## config.mk

```make
export PLATFORM = sky130hd
export DESIGN_NAME = kbd_nibble_tx
export DESIGN_NICKNAME = d
export VERILOG_FILES = /design/src/rtl/kbd_nibble_tx.sv
export SDC_FILE = /design/constraint.sdc
export NUM_CORES = 1
export LEC_CHECK = 0
export BUFFER_PORTS_ARGS = -buffer_cell sky130_fd_sc_hd__clkbuf_2
export CAP_MARGIN = 10
export CORE_MARGIN = 10
export CORE_UTILIZATION = 54
export DETAILED_ROUTE_END_ITERATION = 6
export GPL_ROUTABILITY_DRIVEN = 0
export PLACE_DENSITY = 0.76
export REMOVE_ABC_BUFFERS = 1
export SYNTH_ARGS = -nofsm -noshare
export SYNTH_HDL_FRONTEND = slang
export SYNTH_SLANG_ARGS = --single-unit
```

## constraint.sdc

```tcl
create_clock -name clk -period 2.4 [get_ports clk]
set_input_delay 0.12 -clock clk [delete_from_list [all_inputs] [get_ports clk]]
set_output_delay 0.12 -clock clk [all_outputs]
set_load 0.03 [all_outputs]
```

## src/rtl/kbd_nibble_tx.sv

```systemverilog
// kbd_nibble_tx: byte FIFO feeding a nibble serialiser for the keyboard link.
// Each byte goes out as a high nibble framed by kbd_enb_hi, then a low nibble
// framed by kbd_enb_lo, followed by an idle gap before the next byte.
//
//   state  | meaning
//   -------+---------------------------------------------------------------
//   IDLE   | waiting for a byte; pops the FIFO head when one is present
//   HI_SU  | high nibble on kbd_data, strobes low (setup)
//   HI_STB | kbd_enb_hi asserted, high nibble held
//   HI_HD  | one hold cycle, strobes low, high nibble still held
//   LO_SU  | low nibble on kbd_data, strobes low (setup)
//   LO_STB | kbd_enb_lo asserted, low nibble held
//   LO_HD  | one hold cycle, low nibble still held
//   GAP    | bus parked at 0 before the next byte may start
module kbd_nibble_tx #(
  parameter int SETUP_CYC  = 4,
  parameter int STROBE_CYC = 8,
  parameter int GAP_CYC    = 16,
  parameter int FIFO_AW    = 3
) (
  input  logic               clk,
  input  logic               rst_n,
  input  logic               wr_en,
  input  logic [7:0]         wr_data,
  output logic               full,
  output logic               empty,
  output logic [FIFO_AW:0]   level,
  output logic               overflow,
  output logic               busy,
  output logic               kbd_enb_hi,
  output logic               kbd_enb_lo,
  output logic [3:0]         kbd_data
);

  localparam int DEPTH = 1 << FIFO_AW;

  // Every timed state holds for (N) cycles by loading N-1 and leaving at zero.
  localparam logic [7:0] SETUP_LD  = 8'(SETUP_CYC - 1);
  localparam logic [7:0] STROBE_LD = 8'(STROBE_CYC - 1);
  localparam logic [7:0] GAP_LD    = 8'(GAP_CYC - 1);

  typedef enum logic [2:0] {
    IDLE   = 3'd0,
    HI_SU  = 3'd1,
    HI_STB = 3'd2,
    HI_HD  = 3'd3,
    LO_SU  = 3'd4,
    LO_STB = 3'd5,
    LO_HD  = 3'd6,
    GAP    = 3'd7
  } state_t;

  logic [7:0]       mem_q [DEPTH];
  logic [FIFO_AW:0] wr_ptr_q, wr_ptr_d;
  logic [FIFO_AW:0] rd_ptr_q, rd_ptr_d;
  logic             overflow_q, overflow_d;

  state_t           state_q, state_d;
  logic [7:0]       cnt_q, cnt_d;
  logic [3:0]       lo_nib_q, lo_nib_d;
  logic [3:0]       data_q, data_d;
  logic             enb_hi_q, enb_hi_d;
  logic             enb_lo_q, enb_lo_d;

  logic             push;
  logic             pop;
  logic [7:0]       head;

  // Pointers carry one extra wrap bit so full and empty are distinguishable.
  assign empty = (wr_ptr_q == rd_ptr_q);
  assign full  = (wr_ptr_q[FIFO_AW] != rd_ptr_q[FIFO_AW]) &&
                 (wr_ptr_q[FIFO_AW-1:0] == rd_ptr_q[FIFO_AW-1:0]);
  assign level = wr_ptr_q - rd_ptr_q;

  // full is judged before the same-cycle pop, so a write into a full FIFO is
  // dropped even when the serialiser frees a slot on that edge.
  assign push = wr_en && !full;
  assign pop  = (state_q == IDLE) && !empty;
  assign head = mem_q[rd_ptr_q[FIFO_AW-1:0]];

  assign busy       = (state_q != IDLE);
  assign overflow   = overflow_q;
  assign kbd_enb_hi = enb_hi_q;
  assign kbd_enb_lo = enb_lo_q;
  assign kbd_data   = data_q;

  // FIFO pointer advance and dropped-write detection.
  always_comb begin
    wr_ptr_d   = wr_ptr_q + {{FIFO_AW{1'b0}}, push};
    rd_ptr_d   = rd_ptr_q + {{FIFO_AW{1'b0}}, pop};
    overflow_d = wr_en && full;
  end

  // FIFO storage; contents need no reset because occupancy lives in the pointers.
  always_ff @(posedge clk) begin
    if (push) begin
      mem_q[wr_ptr_q[FIFO_AW-1:0]] <= wr_data;
    end
  end

  // FIFO pointers and overflow pulse.
  always_ff @(posedge clk or negedge rst_n) begin
    if (!rst_n) begin
      wr_ptr_q   <= '0;
      rd_ptr_q   <= '0;
      overflow_q <= 1'b0;
    end else begin
      wr_ptr_q   <= wr_ptr_d;
      rd_ptr_q   <= rd_ptr_d;
      overflow_q <= overflow_d;
    end
  end

  // Serialiser next state, down-counter and next values of the link outputs.
  always_comb begin
    state_d  = state_q;
    cnt_d    = (cnt_q != 8'd0) ? cnt_q - 8'd1 : cnt_q;
    lo_nib_d = lo_nib_q;
    data_d   = data_q;

    unique case (state_q)
      IDLE: begin
        if (!empty) begin
          state_d  = HI_SU;
          cnt_d    = SETUP_LD;
          lo_nib_d = head[3:0];
          data_d   = head[7:4];
        end
      end
      HI_SU: begin
        if (cnt_q == 8'd0) begin
          state_d = HI_STB;
          cnt_d   = STROBE_LD;
        end
      end
      HI_STB: begin
        if (cnt_q == 8'd0) begin
          state_d = HI_HD;
          cnt_d   = 8'd0;
        end
      end
      HI_HD: begin
        if (cnt_q == 8'd0) begin
          state_d = LO_SU;
          cnt_d   = SETUP_LD;
          data_d  = lo_nib_q;
        end
      end
      LO_SU: begin
        if (cnt_q == 8'd0) begin
          state_d = LO_STB;
          cnt_d   = STROBE_LD;
        end
      end
      LO_STB: begin
        if (cnt_q == 8'd0) begin
          state_d = LO_HD;
          cnt_d   = 8'd0;
        end
      end
      LO_HD: begin
        if (cnt_q == 8'd0) begin
          state_d = GAP;
          cnt_d   = GAP_LD;
          data_d  = 4'h0;
        end
      end
      GAP: begin
        if (cnt_q == 8'd0) begin
          state_d = IDLE;
          cnt_d   = 8'd0;
        end
      end
      default: begin
        state_d = IDLE;
        cnt_d   = 8'd0;
        data_d  = 4'h0;
      end
    endcase

    // Strobes follow the next state so they are registered with it.
    enb_hi_d = (state_d == HI_STB);
    enb_lo_d = (state_d == LO_STB);
  end

  // Serialiser state, counter and registered link outputs.
  always_ff @(posedge clk or negedge rst_n) begin
    if (!rst_n) begin
      state_q  <= IDLE;
      cnt_q    <= 8'd0;
      lo_nib_q <= 4'h0;
      data_q   <= 4'h0;
      enb_hi_q <= 1'b0;
      enb_lo_q <= 1'b0;
    end else begin
      state_q  <= state_d;
      cnt_q    <= cnt_d;
      lo_nib_q <= lo_nib_d;
      data_q   <= data_d;
      enb_hi_q <= enb_hi_d;
      enb_lo_q <= enb_lo_d;
    end
  end

endmodule
```

# Word-level counts from Yosys, hierarchy flattened
# Memory sizes are Yosys's and may differ from the RTL's.
# Cells that the tools add are included.
# totals
ramBits	64
n_memories	1
ff_bits	30
in_bits	11
# classes
n_mux	22
bitwise_logic	1
eq_ne	15
addsub	4
n_reduce_logical	15
# mem_list
memory	words	word_bits	rd	rd_ports_with_merged_regs	write_ports	line	source
mem_q	8	8	1	0	1	53	logic [7:0] mem_q [DEPTH];
# ops
operator	n
$mux W8	6
$pmux W8 S5	1
$mux W3	8
$pmux W3 S8	1
$eq A3 B3 Y1 const B	5
$mux W4	3
$pmux W4 S3	1
$eq A3 B2 Y1 const B	3
$add A4 B1 Y4	2
$logic_not A8 Y1	1
$reduce_bool A8 Y1	1
$sub A8 B1 Y8 const B	1
$ne A2 B2 Y1 const B	3
$reduce_bool A3 Y1	2
$eq A4 B4 Y1	1
$logic_and A1 B1 Y1	4
$reduce_and A4 Y1	1
$sub A4 B4 Y4	1
$eq A3 B1 Y1 const B	1
$eq A3 B3 Y1	1
$logic_not A3 Y1	1
$reduce_or A3 Y1	1
$logic_not A1 Y1	2
$mux W1	2
other kinds (4)	4

# Depth between registers and ports, before layout
# Gate-level depths: netlist (run 1).
# depth
word_depth	6
depth_mapped	11
mapped_depth_nobuf	10

# Least setup slack after synthesis (run 1)
# No wires, ideal clock.
# synth_timing
path_type	flip-flop to flip-flop
startpoint	reg rd_ptr_q[1]
endpoint	reg wr_ptr_q[2]
stages_incl_launch_ff	10
arrival_ps	2325
setup_slack_ps	-55
setup_ps	130
period_less_slack_ps	2455
required_time_ps	2270
path_buffers	1
path_cell_list	dfrtp_1 > clkbuf_1 > inv_1 > ha_1 > nand3_1 > nor2_1 > nor2b_1 > ha_1 > ha_1 > xor2_1
# synth_via
elab_chain_cells	5
# synth_rtl
element	line	source
from (decl)	55	logic [FIFO_AW:0] rd_ptr_q, rd_ptr_d;
from (signal assigned)	109	rd_ptr_q <= rd_ptr_d;
$eq A3 B3 Y1	72	(wr_ptr_q[FIFO_AW-1:0] == rd_ptr_q[FIFO_AW-1:0]);
$logic_and A1 B1 Y1	71	assign full = (wr_ptr_q[FIFO_AW] != rd_ptr_q[FIFO_AW]) &&
named net full	25	output logic full,
$logic_not A1 Y1	77	assign push = wr_en && !full;
$logic_and A1 B1 Y1	77	
$add A4 B1 Y4	89	wr_ptr_d = wr_ptr_q + {{FIFO_AW{1'b0}}, push};
named net wr_ptr_d[2]	54	logic [FIFO_AW:0] wr_ptr_q, wr_ptr_d;
to (signal assigned)	108	wr_ptr_q <= wr_ptr_d;
to (decl)	54	
# The timed path passes the listed nets, and every way through them passes these cells.
# A chain may end at the register's enable or synchronous reset.

# Worst setup path after layout (run 1)
# layout_timing
startpoint	reg cnt_q[3]
endpoint	reg cnt_q[0]
# layout_via
elab_chain_cells	4
# layout_rtl
element	line	source
from (decl)	59	logic [7:0] cnt_q, cnt_d;
from (signal assigned)	197	cnt_q <= cnt_d;
$reduce_bool A8 Y1	117	cnt_d = (cnt_q != 8'd0) ? cnt_q - 8'd1 : cnt_q;
$mux W8	117	
$mux W8, on equally long branches	--	
$pmux W8 S5 (*)	121	unique case (state_q)
named net cnt_d[0]	59	
# Mark *: on every way through the listed nets, which the timed path passes. The rest lies on a longest branch.

==> run summary, run 1 <==
The routed length per placed instance came out at 17.9 um. Summed over all cells, the static leakage comes to 1.83 nW. Of the cells placed in the final design, the portion with a size suffix greater than 1 is 0.216. The setup check on the worst reg-to-reg path leaves a slack of 0.22 ns. The beginning of the worst hold path is wr_data[3]. The overall track demand over capacity in global routing came out at 0.141. The number of buffer cells added on primary ports is 24.

The worst hold path belongs to the class input pin to register. The clock share of power came out at 0.180. For this run, the number of Yosys warnings is 0. The global-route wire length before repair came out at 12600 um. The number of distinct library cells after synthesis came out at 46.

The number of antenna violations at the first check in global routing came out at 0. The total number of clock tree sinks came out at 94. After floorplanning, the core was divided into 31 placement rows.

The root cell of the clock tree is clkbuf_8. The critical path required time is 2.65 ns. The critical path launch point is cnt_q[3]$_DFF_PN0_.

STA classifies the critical path endpoint as a register. The fraction of synthesized cell area taken by the top area cell type is 0.473. In this run the critical register-to-register path is launched from cnt_q[3]$_DFF_PN0_.

In the global route stage, met3 resource usage came out at 0.0365. The die area came out at 11400 um2. The clock tree synthesis step divided the H-tree into 3 levels.

The violation count after the first detailed-route iteration came out at 121. Across the run, the number of max-cap violations was 0. The via count of the first global-routing pass came out at 2404. The flip-flop and latch count after synthesis is 94.

The run finished with clean final reports. Setup repair after global routing left no endpoint under its margin. By startpoint and endpoint, the worst setup path is classified as register to register. Of all nets on the critical path, the largest fanout is 9. The remaining number of nets flagged by the antenna check after routing came out at 0. The clock-pin slew on the worst setup and hold paths is 0.09 ns. Counting flops with a built-in enable in the synthesized netlist gives 64.

The post-route fraction of the period consumed by the critical path came out at 0.908. The overall die height is 107 um. Power comes to 5.89 mW. After global routing, the most crowded layer is met2. The number of placed I/O pins is 25. The transition time of the tightest slew-check pin came out at 0.853 ns. TritonCTS built the clock tree.

The met2 track utilization from global routing came out at 0.229. The total net switching power came out at 2.23 mW. The cell type with the highest aggregate area in the netlist is edfxtp_1. The worst-case clock skew is 0.00581 ns.

In this run, post-CTS repair resized a total of 0 instances. Using the TritonRoute via totals, the vias-per-cell ratio works out to 5.46. The maximum number of pins on one net before global-route repair is 31. The first-pass iteration count of the detailed router is 4.

The post-layout utilization of the core came out at 0.632. The total vias in the final route is 2286. The floorplan step defined a core boundary enclosing 7290 um2.

The average size of a mapped cell came out at 15.0 um2. The overflow left after global routing came out at 0. The cell area after synthesis is 4070 um2.

The final setup violation count is 0. The HPWL after detailed placement came out at 5320 um. The share of flip-flops with an asynchronous set or reset after synthesis is 0.319. The proportion of power drawn by combinational gates is 0.423. The number of buffers inserted by post-CTS setup repair is 0. The critical path arrival came out at 2.43 ns. The count of nets after finishing came out at 338. Clock latency on the worst-skew pair, taken at its later pin, is 0.36 ns. The hold violation total from the final report came out at 0. The worst-case IR drop observed on VDD is 1.12 mV. The share of total power dissipated in sequential elements is 0.397. Measured along the x axis, the die boundary spans 107 um.

For this run, the register share of the synthesized area comes to 0.657. Measured against its own limit, the worst slew margin works out to 0.429. The worst setup path is launched from a register. Summed over all layers, the routed wires come to 7500 um. The count of pins over their slew limit is 0. The upper clock frequency limit is 0.459 GHz. The total power per unit cell area came out at 1280 nW/um2. The repair_antennas step left the layout with diodes totalling 0. The post-layout minimum cycle time came out at 2.18 ns. The synthesis-to-finish area growth came out at 13.4%. The most frequently used flop master after synthesis is edfxtp_1. The quantity of hold-fixing buffers added after cts is 2. The initial utilization of the core area, before any placement, comes to 0.557. The global-route track usage on met1 came out at 0.179. By area the synthesized netlist is led by edfxtp_1 (47%), dfrtp_1 (18%), mux2i_1 (5.7%), mux4_2 (4.4%), ha_1 (3.4%). No sink is reached through more buffers than the 2 on the longest clock path. The internal power contribution is 3.66 mW. The detailed-route DRC error count came out at 0. The number of clock buffers added by TritonCTS is 9. Synthesis handed over a netlist of 271 instances. Of the total power, the share spent switching nets is 0.379.
cell families (layout without fill, tap and decap cells):
family,Yosys count,after routing,synth area share
xor+xnor,14,14,0.0302
flops,94,94,0.657
mux,35,35,0.112
buf+inv,22,71,0.0246
simple gates,58,58,0.0723
fa+ha+maj,12,12,0.0388
compound gates,36,36,0.0646
sequential cells by signal (all words and copies together) (netlist names):
signal      flops
kbd_enb_lo      1
lo_nib_q        4
state_q         3
wr_ptr_q        4
mem_q          64
kbd_data        4
rd_ptr_q        4
cnt_q           8
kbd_enb_hi      1
overflow        1
layout make-up:
cell class / count / area, um2
clock buffers: 9 / 124
clock inverters: 7 / 82.6
fillers: 584 / 2680
inverters: 12 / 47.5
multi-input cells: 155 / 1290
flip-flops and latches: 94 / 2670
well taps: 99 / 124
repair buffers: 43 / 268
synthesized netlist by cell type (2+ instances only):
library cell,instances
o21ai_0,5
a21oi_1,5
xor2_1,4
buf_2,3
nor2b_1,5
mux2_1,4
xnor2_1,10
and2_1,3
nor3_1,3
ha_1,11
nor2_1,18
o211ai_1,2
clkbuf_1,4
inv_1,10
nand3_1,4
a211oi_1,3
nand2b_1,3
nand2_1,12
dfrtp_1,30
edfxtp_1,64
a22oi_1,8
a32o_1,4
nor3b_1,3
nand3b_1,2
mux2i_1,23
mux4_2,8
cell usage in the layout, fill, tap and decap left out, drive strengths merged, types with 3 or more instances in the layout:
| cell type | count |
|---|---|
| edfxtp | 64 |
| clkbuf | 33 |
| dfrtp | 30 |
| mux2i | 23 |
| nor2 | 18 |
| buf | 17 |
| inv | 13 |
| nand2 | 12 |
| ha | 11 |
| xnor2 | 10 |
| a22oi | 8 |
| mux4 | 8 |
| o21ai | 7 |
| a21oi | 5 |
| nor2b | 5 |
| xor2 | 4 |
| nand3 | 4 |
| a32o | 4 |
| mux2 | 4 |
| nor3b | 3 |
| and2 | 3 |
| a211oi | 3 |
| nand2b | 3 |
| nor3 | 3 |
| clkinv | 3 |
final timing paths:
check / cells past startpoint / endpoint
setup / recovery: 8 / cnt_q[0]$_DFF_PN0_
hold / removal: 1 / mem_q[1][3]$_DFFE_PP_
setup reg to reg: 8 / cnt_q[0]$_DFF_PN0_
hold reg to reg: 1 / kbd_data[3]$_DFFE_PN0P_
max in group asynchronous: 2 / lo_nib_q[3]$_DFFE_PN0P_
min in group asynchronous: 2 / kbd_enb_hi$_DFF_PN0_
metal layers:
layer / vias up / wire, um
li1: 1105 / -
met1: 1119 / 3440
met2: 50 / 3610
met3: 12 / 309
met4: 0 / 131
met5: - / 0
through the flow:
stage | cell area, um2 | hold WS, ns | worst slack (ns) | setup TNS (ns) | std cells
after CTS | 4610 | 0.0244 | 0.182 | 0 | 419
after global placement | 4380 | 0.217 | 0.272 | 0 | 401
after floorplan | 4010 | -0.176 | -0.407 | -14.69 | 261
after detailed placement | 4380 | 0.230 | 0.198 | 0 | 401
final | 4610 | 0.0372 | 0.220 | 0 | 419
after global routing | 4610 | 0.0369 | 0.0361 | 0 | 419
power by group through the flow:
stage	Clock, mW	Sequential, mW	Combinational (mW)
floorplan	0	2.59	1.50
global placement	0	2.35	2.46
detailed placement	0	2.38	2.50
CTS	1.09	2.34	2.52
global route	1.17	2.38	2.75
finish	1.06	2.34	2.49
critical path, stage by stage (launching register included):
cell and delay [ns]:
dfrtp_1 0.45, nor4_2 0.41, and2_1 0.38, inv_4 0.12
ha_1 0.21, nor3b_1 0.23, a211oi_1 0.10, a21oi_1 0.12
a21oi_1 0.05
Note: power is estimated with default switching activity, not from simulation.
==> run 2, diff against run 1 <==
--- a/config.mk
+++ b/config.mk
@@ -7,11 +7,13 @@
 export LEC_CHECK = 0
 export BUFFER_PORTS_ARGS = -buffer_cell sky130_fd_sc_hd__clkbuf_2
 export CAP_MARGIN = 10
+export CELL_PAD_IN_SITES_DETAIL_PLACEMENT = 1
+export CELL_PAD_IN_SITES_GLOBAL_PLACEMENT = 2
 export CORE_MARGIN = 10
-export CORE_UTILIZATION = 54
+export CORE_UTILIZATION = 40
 export DETAILED_ROUTE_END_ITERATION = 6
 export GPL_ROUTABILITY_DRIVEN = 0
-export PLACE_DENSITY = 0.76
+export PLACE_DENSITY = 0.77
 export REMOVE_ABC_BUFFERS = 1
 export SYNTH_ARGS = -nofsm -noshare
 export SYNTH_HDL_FRONTEND = slang
==> run 2 against run 1 <==
Compared with the run above:
- via count decreased by 2.2%
- power increased by 0.33%
- die area grew 28%
- sequential share of layout area shrank 0.48 points
- first-iteration DRC count down 47%
- setup slack gained 0.027 ns
- cell count grew 8.4%
- global-route usage fell by 2.0 points
- clock skew grew 0.0092 ns
- clock-buffer cell count unchanged
- utilization down 16 points
==> run summary, run 2 (same netlist as run 1, synthesis figures left out) <==
The kind of capture point of the worst setup path is a register (unchanged). The routed length per placed instance came to 18.0 um (was 17.9 um). The global-route wire length before repair is 13800 um (was 12600 um). The number of placed I/O pins was 25 (unchanged). The count of pins over their slew limit came to 0 (unchanged).

The number of standard cells in the final layout excluding fillers came out at 454 (was 419). The kind of start point of the critical path is a register (unchanged). The overall die height is 121 um (was 107 um). The number of buffer cells added on primary ports is 24 (unchanged).

The maximum clock path buffer count is 2 (unchanged). RSZ-0062 raised after global routing: no (unchanged). The first-pass iteration count of the detailed router came to 4 (unchanged). The overflow left after global routing is 0 (unchanged). The number of buffers created by CTS is 9 (unchanged).

The number of antenna violations at the first check in global routing is 0 (unchanged). The total power per unit cell area is 1270 nW/um2 (was 1280 nW/um2). The flip-flop count of the largest register, all copies and words added came to 64 (unchanged). The worst-case clock skew came out at 0.0151 ns (was 0.00581 ns). The root cell of the clock tree is clkbuf_8 (unchanged). The total power came to 5.91 mW (was 5.89 mW). The clock network latency to the later pin of the worst-skew pair was 0.35 ns (was 0.36 ns).

The relative slew slack came out at 0.436 (was 0.429). The remaining number of nets flagged by the antenna check after routing came out at 0 (unchanged). The critical path required time is 2.38 ns (was 2.65 ns). Result of the run: finished clean (unchanged). The critical setup path kind is register to register (unchanged). The worst min-delay path category is input pin to register (unchanged).

The setup slack after placement came to 0.267 ns (was 0.198 ns). Commonest non-fill, non-tap cells in the layout: edfxtp_1 (64), dfrtp_1 (30), clkbuf_2 (24), mux2i_1 (23), buf_4 (19) (was edfxtp_1 (64), dfrtp_1 (30), clkbuf_2 (24), mux2i_1 (23), nor2_1 (18)). The transition time of the tightest slew-check pin came out at 0.844 ns (was 0.853 ns). The leakage power figure came to 1.84 nW (was 1.83 nW).

The count of nets after finishing is 339 (was 338). The critical path arrival came to 2.13 ns (was 2.43 ns). The effective utilization at floorplan is 0.414 (was 0.557). The CTS tree was done (unchanged). The overall track demand over capacity in global routing came out at 0.121 (was 0.141).

The detailed-route DRC error count is 0 (unchanged). The number of instances resized during post-cts repair came to 0 (unchanged). The HPWL after detailed placement is 6060 um (was 5320 um). The cell count after placement is 437 (was 401).

The violation count after the first detailed-route iteration came out at 64 (was 121). The post-layout minimum cycle time was 2.15 ns (was 2.18 ns). The width of the die came out at 121 um (was 107 um). The clock-pin slew on the worst setup and hold paths came out at 0.11 ns (was 0.09 ns).

The upper clock frequency limit is 0.464 GHz (was 0.459 GHz). The hold violation total from the final report is 0 (unchanged). The number of antenna repair diodes is 0 (unchanged). The die area came out at 14600 um2 (was 11400 um2). The largest fanout on the critical path came out at 8 (was 9). The core area came out at 9820 um2 (was 7290 um2). The synthesis-to-finish area growth came to 14.4% (was 13.4%). The via count of the first global-routing pass is 2520 (was 2404). The commonest non-fill, non-tap cell in the layout is edfxtp_1 (unchanged). The layout cell share with drive strength beyond 1 came to 0.221 (was 0.216).

The count of H-tree levels built during CTS is 3 (unchanged). The peak supply drop came to 0.493 mV (was 1.12 mV). The placement row count is 36 (was 31). The final setup violation count came out at 0 (unchanged).

The post-layout utilization of the core is 0.473 (was 0.632). The post-detailed-routing wire length came out at 8160 um (was 7500 um). The post-route fraction of the period consumed by the critical path is 0.897 (was 0.908).

The final critical-path setup slack is 0.247 ns (was 0.220 ns). The total number of clock tree sinks is 94 (unchanged). The number of inserted filler cells in the final layout came to 1017 (was 584).

The detailed-route vias per instance came out at 4.92 (was 5.46). The total vias in the final route is 2235 (was 2286). The count of maximum capacitance violations came out at 0 (unchanged). The maximum number of pins on one net before global-route repair is 31 (unchanged).
run 2: cell count changes in the layout (fill, tap and decap cells not counted):
cell           previous run  this run
clkinv_4                  2         1
inv_6                     1         3
bufinv_16                 1         0
clkinv_8                  0         1
inv_8                     1         2
clkinvlp_4                2         0
buf_4                    17        19
dlygate4sd3_1             2         1
run 2: area by class of cell:
cell class / count / area (um2) / area share
Multi-Input combinational cell: 155 / 1290 / 0.278
Inverter: 12 / 47.5 / 0.0102
Sequential cell: 94 / 2670 / 0.575
Clock buffer: 9 / 124 / 0.0266
Timing Repair Buffer: 44 / 273 / 0.0587
Tap cell: 133 / 166 / 0.0358
Clock inverter: 7 / 73.8 / 0.0159
run 2: critical path: stages, from the launching register on:
cell,delay [ns]
dfrtp_1,0.39
inv_1,0.07
ha_1,0.31
nand3_1,0.13
o211ai_1,0.17
nor2_1,0.70
run 2: power breakdown:
group	leakage [nW]	switching, mW	total (mW)	internal [mW]
registers	0.952	0.198	2.34	2.14
logic	0.783	1.51	2.55	1.04
clock network	0.101	0.603	1.02	0.413
total	1.84	2.32	5.91	3.59
run 2: timing repair:
| item | 4_1_cts | 5_1_grt |
|---|---|---|
| setup endpoints to repair | 0 | 0 |
| setup buffers | 0 | 0 |
| hold buffers | 1 | 0 |
| endpoints found under the hold margin | 30 | 0 |
run 2: worst paths after layout:
kind | startpoint | to | slack [ns] | cells past startpoint
hold / removal | wr_en | overflow$_DFF_PN0_ | 0.02 | 2
setup / recovery | wr_ptr_q[0]$_DFF_PN0_ | mem_q[3][6]$_DFFE_PP_ | 0.25 | 5
max in group asynchronous | rst_n | lo_nib_q[2]$_DFFE_PN0P_ | 1.53 | 2
hold reg to reg | kbd_data[0]$_DFFE_PN0P_ | kbd_data[0]$_DFFE_PN0P_ | 0.51 | 1
min in group asynchronous | rst_n | cnt_q[0]$_DFF_PN0_ | 0.37 | 2
setup reg to reg | wr_ptr_q[0]$_DFF_PN0_ | mem_q[3][6]$_DFFE_PP_ | 0.25 | 5
run 2: routing by layer:
metal	routed length (um)	share of wire	vias to the layer above	global-route usage
li1	-	-	1101	-
met1	3610	0.44	1112	0.145
met2	4310	0.53	17	0.216
met3	174	0.021	5	0.0209
met4	53	0.0065	0	0.0407
met5	0	0	-	0
run 2: stage by stage:
step | area (um2) | setup TNS [ns] | hold slack (ns)
6_report | 4650 | 0 | 0.0250
5_1_grt | 4650 | 0 | 0.0213
4_1_cts | 4650 | 0 | 0.00584
3_5_place_dp | 4440 | 0 | 0.247
3_3_place_gp | 4440 | 0 | 0.233
2_1_floorplan | 4010 | -14.69 | -0.176
